[src/rtl/proc_ctrl_pkg.sv]
// proc_ctrl_pkg -- shared definitions for the Lab9 processor control sequencer.
//   Opcode values, timestep (state) encoding, ALU operation codes and the
//   IR field layout (IIIXXXYYY at the default register-select width).
//   Optional feature macro: PROC_CTRL_LOGIC_EN (adds and/or opcodes 100/101).
package proc_ctrl_pkg;

  localparam int REG_SEL_W_DEF = 3;
  localparam int OPC_W         = 3;

  localparam logic [OPC_W-1:0] OPC_MV  = 3'b000;
  localparam logic [OPC_W-1:0] OPC_MVI = 3'b001;
  localparam logic [OPC_W-1:0] OPC_ADD = 3'b010;
  localparam logic [OPC_W-1:0] OPC_SUB = 3'b011;
  localparam logic [OPC_W-1:0] OPC_AND = 3'b100;
  localparam logic [OPC_W-1:0] OPC_OR  = 3'b101;

  typedef enum logic [1:0] {
    ST_T0 = 2'd0,
    ST_T1 = 2'd1,
    ST_T2 = 2'd2,
    ST_T3 = 2'd3
  } state_t;

  localparam logic [1:0] ALU_ADD = 2'b00;
  localparam logic [1:0] ALU_SUB = 2'b01;
  localparam logic [1:0] ALU_AND = 2'b10;
  localparam logic [1:0] ALU_OR  = 2'b11;

  // IR layout: opcode on top, then X (destination / first operand), then Y.
  localparam int RY_LSB = 0;

  function automatic int ir_width(input int rsw);
    return OPC_W + 2 * rsw;
  endfunction

  function automatic int opc_lsb(input int rsw);
    return 2 * rsw;
  endfunction

  function automatic int rx_lsb(input int rsw);
    return rsw;
  endfunction

  // Opcodes that run the three-step A/G sequence through the ALU.
  function automatic logic is_alu_opc(input logic [OPC_W-1:0] opc);
`ifdef PROC_CTRL_LOGIC_EN
    return (opc == OPC_ADD) || (opc == OPC_SUB) ||
           (opc == OPC_AND) || (opc == OPC_OR);
`else
    return (opc == OPC_ADD) || (opc == OPC_SUB);
`endif
  endfunction

  // Anything not recognised falls back to add so ALU_OP never shows an
  // unsupported code.
  function automatic logic [1:0] alu_code(input logic [OPC_W-1:0] opc);
    logic [1:0] code;
    code = ALU_ADD;
    case (opc)
      OPC_SUB: code = ALU_SUB;
`ifdef PROC_CTRL_LOGIC_EN
      OPC_AND: code = ALU_AND;
      OPC_OR:  code = ALU_OR;
`endif
      default: code = ALU_ADD;
    endcase
    return code;
  endfunction

endpackage

[src/rtl/onehot_dec3to8.sv]
// onehot_dec3to8 -- register-select to one-hot decoder with enable.
//   en      in   1      Decoder enable; output is all zero when low.
//   sel     in   SEL_W  Register index.
//   onehot  out  N      One-hot select, N = 2**SEL_W.
module onehot_dec3to8 #(
  parameter  int SEL_W = 3,
  localparam int N     = 2 ** SEL_W
) (
  input  logic             en,
  input  logic [SEL_W-1:0] sel,
  output logic [N-1:0]     onehot
);

  always_comb begin
    onehot = '0;
    if (en) begin
      onehot[sel] = 1'b1;
    end
  end

endmodule

[src/rtl/proc_ctrl_fsm.sv]
// proc_ctrl_fsm -- control sequencer for the Lab9 simple processor.
//   Latches a 9-bit instruction IIIXXXYYY and steps it through T0..T3,
//   producing register enables, bus-driver selects, ALU controls and DONE.
//   Optional feature macro: PROC_CTRL_LOGIC_EN (opcode 100 = and, 101 = or).
// Ports:
//   CLK, RST            clock / asynchronous active-high reset
//   RUN                 start request, sampled in T0 only
//   DIN      [IR_W]     instruction in T0, immediate in T1 of mvi
//   IR_Q     [IR_W]     latched instruction
//   R_IN     [NREG]     one-hot register write enable (X)
//   R_OUT    [NREG]     one-hot register bus drive (X or Y)
//   DIN_OUT, G_OUT      DIN / G drive the bus
//   A_IN, G_IN          load A from bus / load G with ALU result
//   ALU_OP   [2]        00 add, 01 sub, 10 and, 11 or
//   DONE, ILLEGAL       completion pulse / unsupported-opcode pulse
//   STATE_DBG [2]       current timestep (0..3) for observation
// Handshake: RUN is a level start request. When the sequencer is in T0 and
//   RUN=1 at a rising edge, DIN is captured into IR and the instruction runs;
//   RUN is ignored until the sequencer returns to T0. DONE pulses for one
//   cycle in the last step, so a held RUN starts the next instruction in the
//   T0 cycle right after DONE.
module proc_ctrl_fsm
  import proc_ctrl_pkg::*;
#(
  parameter  int REG_SEL_W = REG_SEL_W_DEF,
  localparam int NREG      = 2 ** REG_SEL_W,
  localparam int IR_W      = 3 + 2 * REG_SEL_W
) (
  input  logic            CLK,
  input  logic            RST,
  input  logic            RUN,
  input  logic [IR_W-1:0] DIN,
  output logic [IR_W-1:0] IR_Q,
  output logic [NREG-1:0] R_IN,
  output logic [NREG-1:0] R_OUT,
  output logic            DIN_OUT,
  output logic            G_OUT,
  output logic            A_IN,
  output logic            G_IN,
  output logic [1:0]      ALU_OP,
  output logic            DONE,
  output logic            ILLEGAL,
  output logic [1:0]      STATE_DBG
);

  localparam int OPC_LSB = opc_lsb(REG_SEL_W);
  localparam int RX_LSB  = rx_lsb(REG_SEL_W);

  state_t                 state_q;
  state_t                 state_d;
  logic [IR_W-1:0]        ir_q;
  logic [OPC_W-1:0]       opc;
  logic [REG_SEL_W-1:0]   rx;
  logic [REG_SEL_W-1:0]   ry;
  logic [REG_SEL_W-1:0]   r_out_sel;
  logic                   r_in_en;
  logic                   r_out_en;

  assign opc = ir_q[OPC_LSB +: OPC_W];
  assign rx  = ir_q[RX_LSB +: REG_SEL_W];
  assign ry  = ir_q[RY_LSB +: REG_SEL_W];

  assign IR_Q      = ir_q;
  assign STATE_DBG = state_q;

  // State and instruction register; reset clears both mid-instruction.
  always_ff @(posedge CLK or posedge RST) begin
    if (RST) begin
      state_q <= ST_T0;
      ir_q    <= '0;
    end else begin
      state_q <= state_d;
      if ((state_q == ST_T0) && RUN) begin
        ir_q <= DIN;
      end
    end
  end

  // Next state and control outputs. Outputs depend only on (state, IR);
  // RUN only steers the T0 -> T1 transition.
  always_comb begin
    state_d   = state_q;
    r_in_en   = 1'b0;
    r_out_en  = 1'b0;
    r_out_sel = rx;
    DIN_OUT   = 1'b0;
    G_OUT     = 1'b0;
    A_IN      = 1'b0;
    G_IN      = 1'b0;
    ALU_OP    = ALU_ADD;
    DONE      = 1'b0;
    ILLEGAL   = 1'b0;

    case (state_q)
      ST_T0: begin
        if (RUN) begin
          state_d = ST_T1;
        end
      end

      ST_T1: begin
        if (opc == OPC_MV) begin
          r_out_en  = 1'b1;
          r_out_sel = ry;
          r_in_en   = 1'b1;
          DONE      = 1'b1;
          state_d   = ST_T0;
        end else if (opc == OPC_MVI) begin
          DIN_OUT = 1'b1;
          r_in_en = 1'b1;
          DONE    = 1'b1;
          state_d = ST_T0;
        end else if (is_alu_opc(opc)) begin
          // First operand X goes to A.
          r_out_en  = 1'b1;
          r_out_sel = rx;
          A_IN      = 1'b1;
          state_d   = ST_T2;
        end else begin
          // Unsupported opcode: finish at once with nothing on the bus.
          DONE    = 1'b1;
          ILLEGAL = 1'b1;
          state_d = ST_T0;
        end
      end

      ST_T2: begin
        // Second operand Y on the bus, ALU result captured in G.
        r_out_en  = 1'b1;
        r_out_sel = ry;
        G_IN      = 1'b1;
        ALU_OP    = alu_code(opc);
        state_d   = ST_T3;
      end

      ST_T3: begin
        // G writes the result back to X.
        G_OUT   = 1'b1;
        r_in_en = 1'b1;
        DONE    = 1'b1;
        state_d = ST_T0;
      end

      default: begin
        state_d = ST_T0;
      end
    endcase
  end

  onehot_dec3to8 #(.SEL_W(REG_SEL_W)) u_dec_rin (
    .en     (r_in_en),
    .sel    (rx),
    .onehot (R_IN)
  );

  onehot_dec3to8 #(.SEL_W(REG_SEL_W)) u_dec_rout (
    .en     (r_out_en),
    .sel    (r_out_sel),
    .onehot (R_OUT)
  );

endmodule

[config.mk]
export PLATFORM = sky130hd
export DESIGN_NAME = proc_ctrl_fsm
export DESIGN_NICKNAME = d
export VERILOG_FILES = /design/src/rtl/proc_ctrl_pkg.sv /design/src/rtl/onehot_dec3to8.sv /design/src/rtl/proc_ctrl_fsm.sv
export SDC_FILE = /design/constraint.sdc
export NUM_CORES = 1
export LEC_CHECK = 0
export ABC_CLOCK_PERIOD_IN_PS = 2500
export CAP_MARGIN = 20
export CORE_MARGIN = 1.5
export CORE_UTILIZATION = 36
export DETAILED_ROUTE_END_ITERATION = 12
export PLACE_DENSITY = 0.78
export SLEW_MARGIN = 20
export SYNTH_ARGS = -nofsm -noshare
export SYNTH_HDL_FRONTEND = slang
export SYNTH_SLANG_ARGS = --single-unit
[constraint.sdc]
create_clock -name CLK -period 2.5 [get_ports CLK]
set_clock_uncertainty 0.1 [all_clocks]
set_input_delay 0.5 -clock CLK [delete_from_list [all_inputs] [get_ports CLK]]
set_output_delay 0.5 -clock CLK [all_outputs]
set_load 0.05 [all_outputs]
==> metrics.yaml <==
grt-busiest-layer: "met2"
rsz0062_at_grt: "true"
nFillCells: 47
cts_tree: "done"
synthArstFlopShare_pct: 100
multi_input_area_sq_um: 751
violations: "setup timing"
yosys.area.top_type: "dfrtp_1"
synth_area_sq_um: 769
use_met1_pct: 37.0
min_period_ns: 2.96
first_iter_violations: 38
cts_hold_buffers: 0
wl_mm: 3.98
drc: 0
setup_viol: 17
startpoint_type: "register"
hp-class: "input port to asynchronous set/reset pin"
finalCritPeriodShare_pct: 119
syn_nets: 97
critPathArrivalTime_ns: 2.36
synth_edf_count: 0
root_buffer: "clkbuf_4"
grt_max_degree: 12
synth_xor_area_share_pct: 0
synth_fa_ha_area_share_pct: 6.50
coreArea_sq_um: 1980
syn_area_per_cell_sq_um: 9.50
grt_usage_pct: 30.0
synth-seq-cells: 11
globalplace.congestion: 0.772
wl_per_cell_um: 23.0
num_vias: 1016
clock_sinks: 11
insertion_delay_ns: 0.27
grt_pass1_vias: 1044
drive_gt1_share_pct: 60.3
syn_inst: 81
slew_headroom_pct: 64.2
drt_pass1_iterations: 4
cts-buffers-inserted: 3
endpoint_kind: "primary output"
diodes: 0
ff_latch_area_sq_um: 278
hold_viol_final: 0
place_worst_setup_slack_ns: -0.118
outcome: "finished with violations"
vias_per_cell: 5.87
critPathMaxFanout: 4
synth_area_leaders: "dfrtp_1 (36%), mux2_2 (15%), ha_1 (6.5%), nor3_1 (6.5%), nor2_1 (3.9%)"
ff2ff_path_depth: 4
die_y_um: 49.2
die_x_um: 49.2
max_freq_ghz: 0.338
fp-row-count: 16
yosysTopAreaCellShare_pct: 35.8
synth_compound_area_share_pct: 15.4
synth_top_family_by_area: "simple AND/OR/NAND/NOR gates"
synth_mux_area_share_pct: 14.6
grt_pass1_wl_mm: 5.51
grtUsageMet3_pct: 3.37
dieArea_sq_um: 2420
synthSimpleGateAreaFrac_pct: 23.6
htreeDepth: 1
cts.clk_slew.worst_paths_ns: 0.07
final_nets: 163
synthToLayoutAreaGrowth_pct: 144
timing_worst_setup_path_type: "register to primary output"
synth_cell_types: 28
dp_hpwl_mm: 2.00
slew_viol_final: 0
clock_path_buffers: 2
seq_area_frac_synth_pct: 35.8
overflow: 0
start_util_pct: 38.8
antenna_left: 0
antenna_found_initial: 0
drv_cap: 0
yosys_warnings: 0
synth_flop_cell: "dfrtp_1"
worst_pin_slew_ns: 0.535
io_buffers: 45
ios: 47
required_ns: 1.90
met2_usage_pct: 53.4
fin_ws_ns: -0.463
==> Yosys cell counts, types with 2 or more instances <==
library cell and instances:
dfrtp_1 11, mux2_2 10, nor3_1 10, nor2_1 8, ha_1 4, inv_1 4
nand2_1 4, and2_1 3, nand2b_1 3, a21o_1 2, a21oi_1 2, a32o_1 2
a32oi_1 2, nor2b_1 2
==> cell families (layout without fill, tap and decap cells) <==
kind of cell,Yosys count,in the layout
buf+inv,6,71
compound gates,15,15
other cells,1,1
flops,11,11
simple gates,34,34
mux,10,10
fa+ha+maj,4,4
==> per-layer routing <==
| layer | up-vias | routed length, um | share of wire (%) |
|---|---|---|---|
| met5 | - | 0 | 0 |
| met4 | 0 | 239 | 6.0 |
| met3 | 22 | 363 | 9.1 |
| met2 | 91 | 1980 | 50 |
| met1 | 480 | 1400 | 35 |
| li1 | 423 | - | - |
==> sequential cells by signal (all words and copies together) (netlist names), named ones only <==
signal,flops
IR_Q,9
STATE_DBG,1
==> area by class of cell <==
cell class                      instances  area share (%)
Clock buffer                            4            1.40
Timing Repair Buffer                   63            41.1
Multi-Input combinational cell         64            40.0
Tap cell                               27            1.80
Inverter                                4           0.933
Sequential cell                        11            14.8
==> worst max-delay path: stages, from the launching register on <==
cell     delay [ns]
dfrtp_2        0.44
inv_4          0.09
ha_4           0.16
nor2b_2        0.20
a21oi_1        0.13
or4b_4         0.63
nor3_4         0.26
buf_12         0.18
==> layout by cell type, fill, tap and decap left out, drive strengths merged <==
cell type,synthesis,layout
a21boi,1,1
a21o,2,2
a21oi,2,2
a31oi,1,1
a32o,2,2
a32oi,2,2
and2,3,3
buf,2,40
clkbuf,0,4
clkdlybuf4s50,0,22
conb,1,1
dfrtp,11,11
dlymetal6s2s,0,1
ha,4,4
inv,4,4
mux2,10,10
nand2,4,4
nand2b,3,3
nor2,8,8
nor2b,2,2
nor3,10,10
nor4b,1,1
o211a,1,1
o211ai,1,1
o21ai,1,1
o21bai,1,1
o31ai,1,1
or2,1,1
or2b,1,1
or4b,1,1
==> timing repair <==
item	in CTS	in global routing
endpoints found under the setup margin	16	18
resized for setup	10	11
buffers inserted	5	1
pin swaps	10	6
==> stage by stage <==
stage	instances	hold WS, ns	setup TNS (ns)	area (sq um)	utilization, %
6_report	173	0.429	-3.53	1880	94.7
5_1_grt	173	0.485	-4.38	1880	94.7
4_1_cts	172	0.438	-1.93	1820	91.7
3_5_place_dp	163	0.437	-0.478	1680	84.8
3_3_place_gp	163	0.441	-0.166	1680	84.8
2_1_floorplan	81	0.252	-2.52	951	-
==> worst paths after layout <==
path	start	to	slack, ns
worst max-delay path	register	R_OUT[6]	-0.46
worst min-delay path	RST	IR_Q[8]$_DFFE_PP0P_	0.43
worst max register to register	STATE_DBG[0]$_DFFE_PP0P_	IR_Q[2]$_DFFE_PP0P_	0.79
worst min register to register	IR_Q[0]$_DFFE_PP0P_	IR_Q[0]$_DFFE_PP0P_	0.48
max in group asynchronous	RST	STATE_DBG[0]$_DFFE_PP0P_	1.55
min in group CLK	IR_Q[0]$_DFFE_PP0P_	IR_Q[0]$_DFFE_PP0P_	0.48
Power is not shown: default switching activity piles up to over one toggle a cycle in this logic, so the estimate is an artifact.
